[src/rtl/sincos_cordic.sv]
// sincos_cordic: iterative CORDIC sine/cosine generator.
//
// A signed Q(FRAC_BITS) angle in radians is accepted through a valid/ready
// handshake. It is brought into [-pi, pi] and folded into [-pi/2, pi/2], with
// cos negated for the folded half-planes. It is then rotated one
// micro-rotation per cycle. The result is held until the consumer takes it.
//
// Optional feature macro: SINCOS_RANGE_REDUCE_EN
//   defined   : a REDUCE state removes 2*pi one step per cycle, so any signed
//               WIDTH-bit angle is accepted.
//   undefined : one conditional 2*pi wrap at accept time; the input range is
//               [-pi, 3*pi].
//
// Ports:
//   clk        clock
//   reset      synchronous active-high reset
//   in_valid   angle presented
//   in_ready   block idle, can accept an angle
//   angle      signed radians, Q(FRAC_BITS)
//   out_valid  sin/cos valid, held until out_ready
//   out_ready  consumer accepts the result
//   sin, cos   signed results, Q(FRAC_BITS), saturated to +/-1.0
//   busy       an operation is in flight (state != IDLE)

module sincos_cordic #(
    parameter int WIDTH     = 27,
    parameter int FRAC_BITS = 8,
    parameter int ITERS     = 12,   // legal range 4..WIDTH-2
    parameter int GUARD     = 2
) (
    input  logic                    clk,
    input  logic                    reset,
    input  logic                    in_valid,
    output logic                    in_ready,
    input  logic signed [WIDTH-1:0] angle,
    output logic                    out_valid,
    input  logic                    out_ready,
    output logic signed [WIDTH-1:0] sin,
    output logic signed [WIDTH-1:0] cos,
    output logic                    busy
);

    localparam int  DW   = WIDTH + GUARD;
    localparam int  IW   = $clog2(ITERS);
    localparam real PI_R = 3.14159265358979323846;

    localparam int PI_I = $rtoi(PI_R * (2.0 ** FRAC_BITS) + 0.5);
    localparam logic signed [WIDTH-1:0] PI_Q      = WIDTH'(PI_I);
    localparam logic signed [WIDTH-1:0] TWO_PI_Q  = WIDTH'(2 * PI_I);
    localparam logic signed [WIDTH-1:0] HALF_PI_Q = WIDTH'(PI_I / 2);

    // Start x at 1/K so the rotation gain comes out as 1.0.
    localparam logic signed [DW-1:0] X_INIT =
        DW'($rtoi(0.6072529 * (2.0 ** (FRAC_BITS + GUARD)) + 0.5));
    localparam logic signed [DW-1:0] ONE_Q    = DW'(2 ** FRAC_BITS);
    localparam logic signed [DW-1:0] HALF_LSB = DW'((2 ** GUARD) / 2);
    localparam logic [IW-1:0]        LAST     = IW'(ITERS - 1);

    typedef enum logic [1:0] {IDLE, REDUCE, ROTATE, DONE} state_t;

    state_t                 state;
    logic [IW-1:0]          i;
    logic signed [DW-1:0]   x, y, z;
    logic signed [DW-1:0]   x_nxt, y_nxt, z_nxt;
    logic                   neg;
    logic signed [WIDTH-1:0] fold_src, fold_z;
    logic                   fold_neg;
`ifdef SINCOS_RANGE_REDUCE_EN
    logic signed [WIDTH-1:0] a;
`endif

    // atan(2^-i) in Q(FRAC_BITS+GUARD), built at elaboration.
    logic signed [DW-1:0] atan_tab [ITERS];
    for (genvar g = 0; g < ITERS; g++) begin : g_atan
        localparam real ATAN_R = $atan(2.0 ** (-g));
        assign atan_tab[g] = DW'($rtoi(ATAN_R * (2.0 ** (FRAC_BITS + GUARD)) + 0.5));
    end

    assign in_ready  = (state == IDLE);
    assign out_valid = (state == DONE);
    assign busy      = (state != IDLE);

    // Quadrant fold of an angle already in [-pi, pi]: the result lies in
    // [-pi/2, pi/2]. sin(pi - a) = sin(a) while cos changes sign.
    always_comb begin
`ifdef SINCOS_RANGE_REDUCE_EN
        fold_src = a;
`else
        fold_src = (angle > PI_Q) ? angle - TWO_PI_Q : angle;
`endif
        fold_z   = fold_src;
        fold_neg = 1'b0;
        if (fold_src > HALF_PI_Q) begin
            fold_z   = PI_Q - fold_src;
            fold_neg = 1'b1;
        end else if (fold_src < -HALF_PI_Q) begin
            fold_z   = -PI_Q - fold_src;
            fold_neg = 1'b1;
        end
    end

    // One micro-rotation, driven toward z = 0.
    always_comb begin
        if (!z[DW-1]) begin
            x_nxt = x - (y >>> i);
            y_nxt = y + (x >>> i);
            z_nxt = z - atan_tab[i];
        end else begin
            x_nxt = x + (y >>> i);
            y_nxt = y - (x >>> i);
            z_nxt = z + atan_tab[i];
        end
    end

    // Drop guard bits (round half up), optionally negate, clamp to +/-1.0.
    function automatic logic signed [WIDTH-1:0] out_round(
        input logic signed [DW-1:0] v,
        input logic                 negate
    );
        logic signed [DW-1:0] r;
        r = (v + HALF_LSB) >>> GUARD;
        if (negate) r = -r;
        if (r > ONE_Q)       r = ONE_Q;
        else if (r < -ONE_Q) r = -ONE_Q;
        return r[WIDTH-1:0];
    endfunction

    always_ff @(posedge clk) begin
        if (reset) begin
            state <= IDLE;
            i     <= '0;
            x     <= '0;
            y     <= '0;
            z     <= '0;
            neg   <= 1'b0;
            sin   <= '0;
            cos   <= '0;
`ifdef SINCOS_RANGE_REDUCE_EN
            a     <= '0;
`endif
        end else begin
            case (state)
                IDLE: begin
                    if (in_valid) begin
`ifdef SINCOS_RANGE_REDUCE_EN
                        a     <= angle;
                        state <= REDUCE;
`else
                        x     <= X_INIT;
                        y     <= '0;
                        z     <= DW'(fold_z) <<< GUARD;
                        neg   <= fold_neg;
                        i     <= '0;
                        state <= ROTATE;
`endif
                    end
                end
                REDUCE: begin
`ifdef SINCOS_RANGE_REDUCE_EN
                    // One 2*pi correction per cycle; fold once in range.
                    if (a > PI_Q) begin
                        a <= a - TWO_PI_Q;
                    end else if (a < -PI_Q) begin
                        a <= a + TWO_PI_Q;
                    end else begin
                        x     <= X_INIT;
                        y     <= '0;
                        z     <= DW'(fold_z) <<< GUARD;
                        neg   <= fold_neg;
                        i     <= '0;
                        state <= ROTATE;
                    end
`else
                    state <= IDLE;
`endif
                end
                ROTATE: begin
                    x <= x_nxt;
                    y <= y_nxt;
                    z <= z_nxt;
                    if (i == LAST) begin
                        // Outputs come from the final rotation's results.
                        sin   <= out_round(y_nxt, 1'b0);
                        cos   <= out_round(x_nxt, neg);
                        i     <= '0;
                        state <= DONE;
                    end else begin
                        i <= i + 1'b1;
                    end
                end
                DONE: begin
                    if (out_ready) state <= IDLE;
                end
                default: state <= IDLE;
            endcase
        end
    end

endmodule

[config.mk]
export PLATFORM = sky130hd
export DESIGN_NAME = sincos_cordic
export DESIGN_NICKNAME = d
export VERILOG_FILES = /design/src/rtl/sincos_cordic.sv
export SDC_FILE = /design/constraint.sdc
export NUM_CORES = 1
export LEC_CHECK = 0
export ABC_AREA = 1
export ABC_CLOCK_PERIOD_IN_PS = 5980
export CAP_MARGIN = 10
export CORE_ASPECT_RATIO = 0.5
export CORE_MARGIN = 2
export CORE_UTILIZATION = 30
export DETAILED_ROUTE_END_ITERATION = 10
export SETUP_SLACK_MARGIN = 0.1
export SYNTH_ARGS = -nofsm -noshare
export SYNTH_HDL_FRONTEND = slang
export SYNTH_SLANG_ARGS = --single-unit
[constraint.sdc]
create_clock -name clk -period 5.98 [get_ports clk]
set_input_delay 0.897 -clock clk [delete_from_list [all_inputs] [get_ports clk]]
set_output_delay 0.897 -clock clk [all_outputs]
set_load 0.01 [all_outputs]
After elaboration in Yosys (flattened, before gate mapping). Memories as Yosys holds them, arrays and structs flattened. Index checks and enable logic that the tools add are counted.

Bits in latches: 0. Memories kept: 1. Memory bits (read-only): 464. Flip-flop bits (word level): 148. Memory bits (writable): 0.

Memories: (name not given) (words 16, bits a word 29, rd ports 1, clocked after Yosys merged registers in 0, write ports 0, line 111) `z_nxt = z + atan_tab[i];`.

Div/mod/pow operators: 0. Multiply operators: 0. Shift-type cells: 2. Multiplexer cells: 31. Eq/ne operators: 7. $lt $le $gt $ge: 8. Bitwise logic cells: 1. Reduce and logical (&&, ||, !) cells: 7. Add/subtract/negate cells: 13.

Operator list (count): $mux W29 (12); $mux W27 (7); $pmux W29 S2 (3); $add A29 B29 Y29 (3); $sub A29 B29 Y29 (3); $add A29 B3 Y29 const B (2); $sshr A29 B4 Y29 (2); $gt A27 B10 Y1 const B (2); $sub A11 B27 Y27 const A (2); $gt A29 B10 Y1 const B (1); $lt A29 B9 Y1 const B (1); $neg A27 Y29 (1); $gt A27 B11 Y1 const B (1); $lt A27 B10 Y1 const B (1); $lt A27 B9 Y1 const B (1); $sub A27 B12 Y27 const B (1); $mux W4 (2); $pmux W2 S4 (1); $pmux W4 S2 (1); $mux W2 (3); $reduce_and A2 Y1 (3); $ge A5 B5 Y1 const B (1); $not A4 Y5 (1); $add A4 B1 Y4 const B (1); 9 further kinds (13).

Longest topological paths before layout.
Depth in word-level cells: 12. Depth in mapped cells: 55. Depth with buffers taken out: 53.

Least setup slack after synthesis. No wires, ideal clock.

Path type: register to register. Start: register i[0]. End: register sin[15]. Arrival: 5.595 ns. Path buffers: 3. Stages on the path, launching flop included: 44. Setup slack: 0.315 ns. Period minus slack after synthesis: 5.665 ns. Cells stage by stage: dfxtp_1 > inv_1 > buf_2 > buf_6 > nand2_1 > nand2_1 > inv_1 > nand2_1 > o21ai_1 > o21ai_0 > o221ai_1 > ha_1 > nand3_1 > nor2_1 > nand2_1 > nor2_4 > nor2_1 > xor2_1 > [... 8 more ...] > xor2_2 > inv_1 > nor2_2 > nand2_1 > nor3_1 > nand3_1 > nand2_1 > inv_1 > nor2_1 > nand2_1 > nor4_1 > nand4_1 > ha_1 > clkinv_1 > clkbuf_1 > a21oi_1 > nand2_1 > a21oi_1.

Word-level cells in the longest chain between the ends: 7.

Ends and longest elaborated chain: start, declared (line 62) `logic [IW-1:0] i;`; start signal, assigned (line 188) `i <= i + 1'b1;`; $sshr A29 B4 Y29 (line 106, 110); $add A29 B29 Y29 / $sub A29 B29 Y29 (equally long branches) (line 106, 110); $mux W29 (line 104) `if (!z[DW-1]) begin`; $add A29 B3 Y29 (line 121) `r = (v + HALF_LSB) >>> GUARD;`; $lt A27 B9 Y1 (line 124) `else if (r < -ONE_Q) r = -ONE_Q;`; $mux W27 (line 124); $mux W27 (line 123) `if (r > ONE_Q) r = ONE_Q;`; end signal, assigned (line 183) `sin <= out_round(y_nxt, 1'b0);`; end, declared (line 38) `output logic signed [WIDTH-1:0] sin,`.

Several ways; a longest one is shown, not always the timed one. A chain may end at the register's enable or synchronous reset.

Worst setup path in the final report.
Start: register i[0]. End: register sin[12].

Same word-level chain as after synthesis.

==> results.md <==
- The run finished, with violations left.
- In this run the register-to-register setup slack is -150 ps.
- Detailed placement ended at an HPWL of 64400 um.
- The global-route wire length before repair is 128000 um.
- Once layout is complete, the utilization of the core stands at 0.442.
- The sum of negative setup slack is -3730 ps.
- Setup violations remaining at the end of the flow were counted as 35.
- The starting density of the core is 0.304.
- The longest clock path from root to sink contains 2 buffers.
- After detailed routing, the number of vias per cell comes to 4.88.
- The H-tree was split into 4 levels.
- The final cycle utilization of the critical path is 1.02.
- The share of async-settable or async-resettable flops after synthesis is 0.
- The starting DRC count in detailed routing is roughly 1800.
- The max-capacitance violation count is 0.
- The setup slack at placement is -809 ps.
- The total global routing overflow is 0.
- The detailed router placed 26600 vias in this run.
- The number of antenna violations at the first check in global routing is 0.
- At the pin with the least slew margin, the transition time is 973 ps.
- Compared with the post-synthesis result, the final layout area differs by 45.5%.
- The biggest fanout along the worst timing path is 6.
- The post-synthesis area per instance is 5.53 um^2.
- The number of global-route vias before repair came to 25100.
- The checks that failed: setup timing.
- The share of synthesized area in the top cell type comes to 0.227.
- nand2_1 takes more of the synthesized area than any other cell.
- Of the synthesized area, sequential elements account for 0.141.
- The flip-flop and latch count after synthesis is 148.
- Measured against its own limit, the worst slew margin works out to 0.347.
- In this run the count of I/O pins placed on the die edge is 88.
- The number of clock sinks seen by CTS is 148.
- Timing would allow up to between 150 and 200 MHz.
- VDD sags by at most about 0.37 mV.
- Synthesis handed over a netlist of roughly 3800 instances.
- The final layout contains routed wiring with a total length of 82100 um.
- The setup clock skew after layout is ~14 ps.
- Dividing total power by cell area gives a power density of roughly 640 mW/mm^2.
- The most frequent cell on the critical path is nor2_4.
- The worst hold path class is flip-flop to flip-flop.
- The clock-pin slew on the worst setup and hold paths is 70 ps.
- The count of nets left with antenna violations once routing finished came out at 0.
- The congestion estimate from routability-driven global placement came to 0.955.
- Entering global routing, the biggest net connects 67 pins.
- The die is roughly 190 um tall.
- In this run, synthesis inferred 0 flip-flops with an integrated enable.
- The dominant synthesized flop cell is dfxtp_1.
- Data arrives at the worst endpoint at 6520 ps.
- The number of warnings issued by yosys is 0.
- Setup slack on the critical path of the routed design comes to -146 ps.
- After detailed routing, the number of remaining DRC violations is 0.
- The number of slew-limit violations in the final report is 0.
- Subtracting the final worst setup slack from the clock period gives 6130 ps.
- The detailed-route wire length per cell is ~15 um.
- On the worst path, the slowest cell contributes a delay of approximately 380 ps.
- The first-pass iteration count of the detailed router is 5.
- The final hold slack is 465 ps.
- The region available for standard cell placement spans just under 0.07 mm^2.
- The hold violation total from the final report came to 0.
- The clock network latency to the later pin of the worst-skew pair is 470 ps.
- The highest-delay cell along the critical path is dfxtp_4.
- In this run the static leakage power is between 0.01 and 0.015 uW.
- The number of nets handed over by synthesis was 3932.
- The netlist uses between 60 and 70 different library cells.
- The layout net count is 4626.
- STA classifies the critical path endpoint as a flip-flop.
- The layout filler cell count is 7322.
- The floorplan has 68 rows.
- The mapped netlist covers approximately 0.021 mm^2.
- The worst endpoint required time is 6370 ps.
- The die covers between 0.07 and 0.08 mm^2.
- The worst setup path is launched from a flip-flop.
- The number of port buffers is 87.
- The global-route usage over all layers is 0.219.
- The critical path class is flip-flop to flip-flop.
- Setup repair after global routing could not meet its margin everywhere.
- The ratio of cells with drive above 1 in the final layout is 0.287.
- After synthesis, the cell types taking the most area are nand2_1, dfxtp_1, inv_1, nor2_1, a21oi_1.
- The buffer cell driving the clock tree root is clkbuf_16.
- The total CTS buffers is 17.
- The die is around 380 um wide.
- TritonCTS built the clock tree.
==> Yosys cell counts (all sizes together), types with 4 or more instances <==
cell,instances
nand2,1329
inv,460
nor2,419
a21oi,283
nand3,263
o21ai,241
dfxtp,148
xor2,119
ha,101
nand4,82
buf,66
clkbuf,56
nor3,37
xnor2,29
o211ai,21
or2,18
mux2i,17
nor4,13
nand3b,11
o21bai,10
and2,9
o21a,9
o31ai,7
clkinv,6
a21o,5
a31oi,5
o2111ai,5
a211oi,4
o221ai,4
==> metal layers <==
| metal | track usage | up-vias | wire length (um) |
|---|---|---|---|
| met5 | 0 | - | 0 |
| met4 | 0.0703 | 0 | 2710 |
| met3 | 0.0242 | 118 | 3430 |
| met2 | 0.387 | 552 | 38900 |
| met1 | 0.277 | 12300 | 37000 |
| li1 | - | 13600 | - |
==> sequential cells by signal (all words and copies together), names as in the netlist <==
| name | cells |
|---|---|
| z | 29 |
| i | 4 |
| cos | 27 |
| neg | 1 |
| y | 29 |
| x | 29 |
| sin | 27 |
| state | 2 |
==> worst paths after layout <==
| kind | startpoint | endpoint | depth (start not counted) |
|---|---|---|---|
| min | cos[19]$_SDFFE_PP0P_ | cos[19]$_SDFFE_PP0P_ | 2 |
| min reg2reg | cos[19]$_SDFFE_PP0P_ | cos[19]$_SDFFE_PP0P_ | 2 |
| max reg2reg | i[0]$_SDFFE_PP0P_ | sin[12]$_SDFFE_PP0P_ | 42 |
| max | i[0]$_SDFFE_PP0P_ | sin[12]$_SDFFE_PP0P_ | 42 |
==> power by group <==
group	internal (uW)	total, uW	switching, uW
logic	7400	17000	9590
clock network	714	1210	500
registers	1110	1260	148
==> placed cells by master (no fill, tap or decap), types with 7 or more instances in the layout <==
cell and instances:
or2_1 8, nand3_2 35, nand2_4 30, o21ai_2 29
inv_2 38, nand3_1 217, nor2_1 289, o211ai_1 21
xor2_1 103, inv_1 417, or2_2 8, nand4_1 79
o21ai_1 69, clkbuf_16 18, o21bai_1 10, nor2_4 59
xnor2_1 25, nand2_2 132, o21a_1 9, a21oi_1 242
nand3b_1 11, nor2_2 69, nor4_1 8, nand3_4 11
ha_4 23, nand2_1 1168, mux2i_1 12, buf_12 8
xor2_2 14, dfxtp_1 147, o21ai_0 142, nor3_1 25
buf_6 12, buf_4 683, clkdlybuf4s50_1 86, o31ai_1 7
a21oi_2 39, ha_1 72
==> worst max-delay path, delay by kind of cell (launching register included) <==
family                     cells  cell delay (ps)
AOI/OAI and AO/OA              5              760
buffers and inverters          9              900
DFF                            1              380
xor gates and xnor gates       2              280
adders and majority gates      3              770
and+or+nand+nor               23             2940
==> metrics by stage <==
stage	instances	total power [uW]	instance area [um^2]
after global routing	5449	21000	30500
after CTS	5401	17400	28700
after detailed placement	5335	15400	27300
after global placement	5335	15300	27300
final	5450	19500	30500
after floorplan	3797	8670	21000
==> logic make-up (layout without fill, tap and decap cells) <==
| kind of cell | count (synthesis) | in the layout | share of synthesized area |
|---|---|---|---|
| AO/OA/AOI/OAI | 606 | 606 | 0.159 |
| XOR/XNOR | 148 | 148 | 0.0639 |
| adder cells (fa/ha/maj) | 104 | 104 | 0.0631 |
| buffers and inverters | 588 | 1291 | 0.111 |
| flip-flops | 148 | 148 | 0.141 |
| multiplexers | 17 | 17 | 0.00811 |
| other | 0 | 1 | 0 |
| AND/OR/NAND/NOR | 2186 | 2190 | 0.454 |
==> cell type report <==
cell class / instances / area [um^2] / share of cell area
Antenna cell: 1 / 2.50 / 0.0000819
Clock buffer: 18 / 439 / 0.0144
Clock inverter: 14 / 200 / 0.00655
Inverter: 466 / 1770 / 0.0580
Multi-Input combinational cell: 3065 / 17600 / 0.577
Sequential cell: 148 / 2970 / 0.0971
Tap cell: 945 / 1180 / 0.0387
Timing Repair Buffer: 792 / 6340 / 0.208
Timing Repair inverter: 1 / 6.26 / 0.000205
==> repair_timing <==
item                                   4_1_cts  5_1_grt
hold buffers                                 0        0
endpoints found under the hold margin        0        0
gates cloned                                 3        4
resized for setup                          138      399
buffers inserted                            31       46
setup endpoints to repair                   54       54
pin swaps                                   46      172
Power figures use the tool's default switching activity.
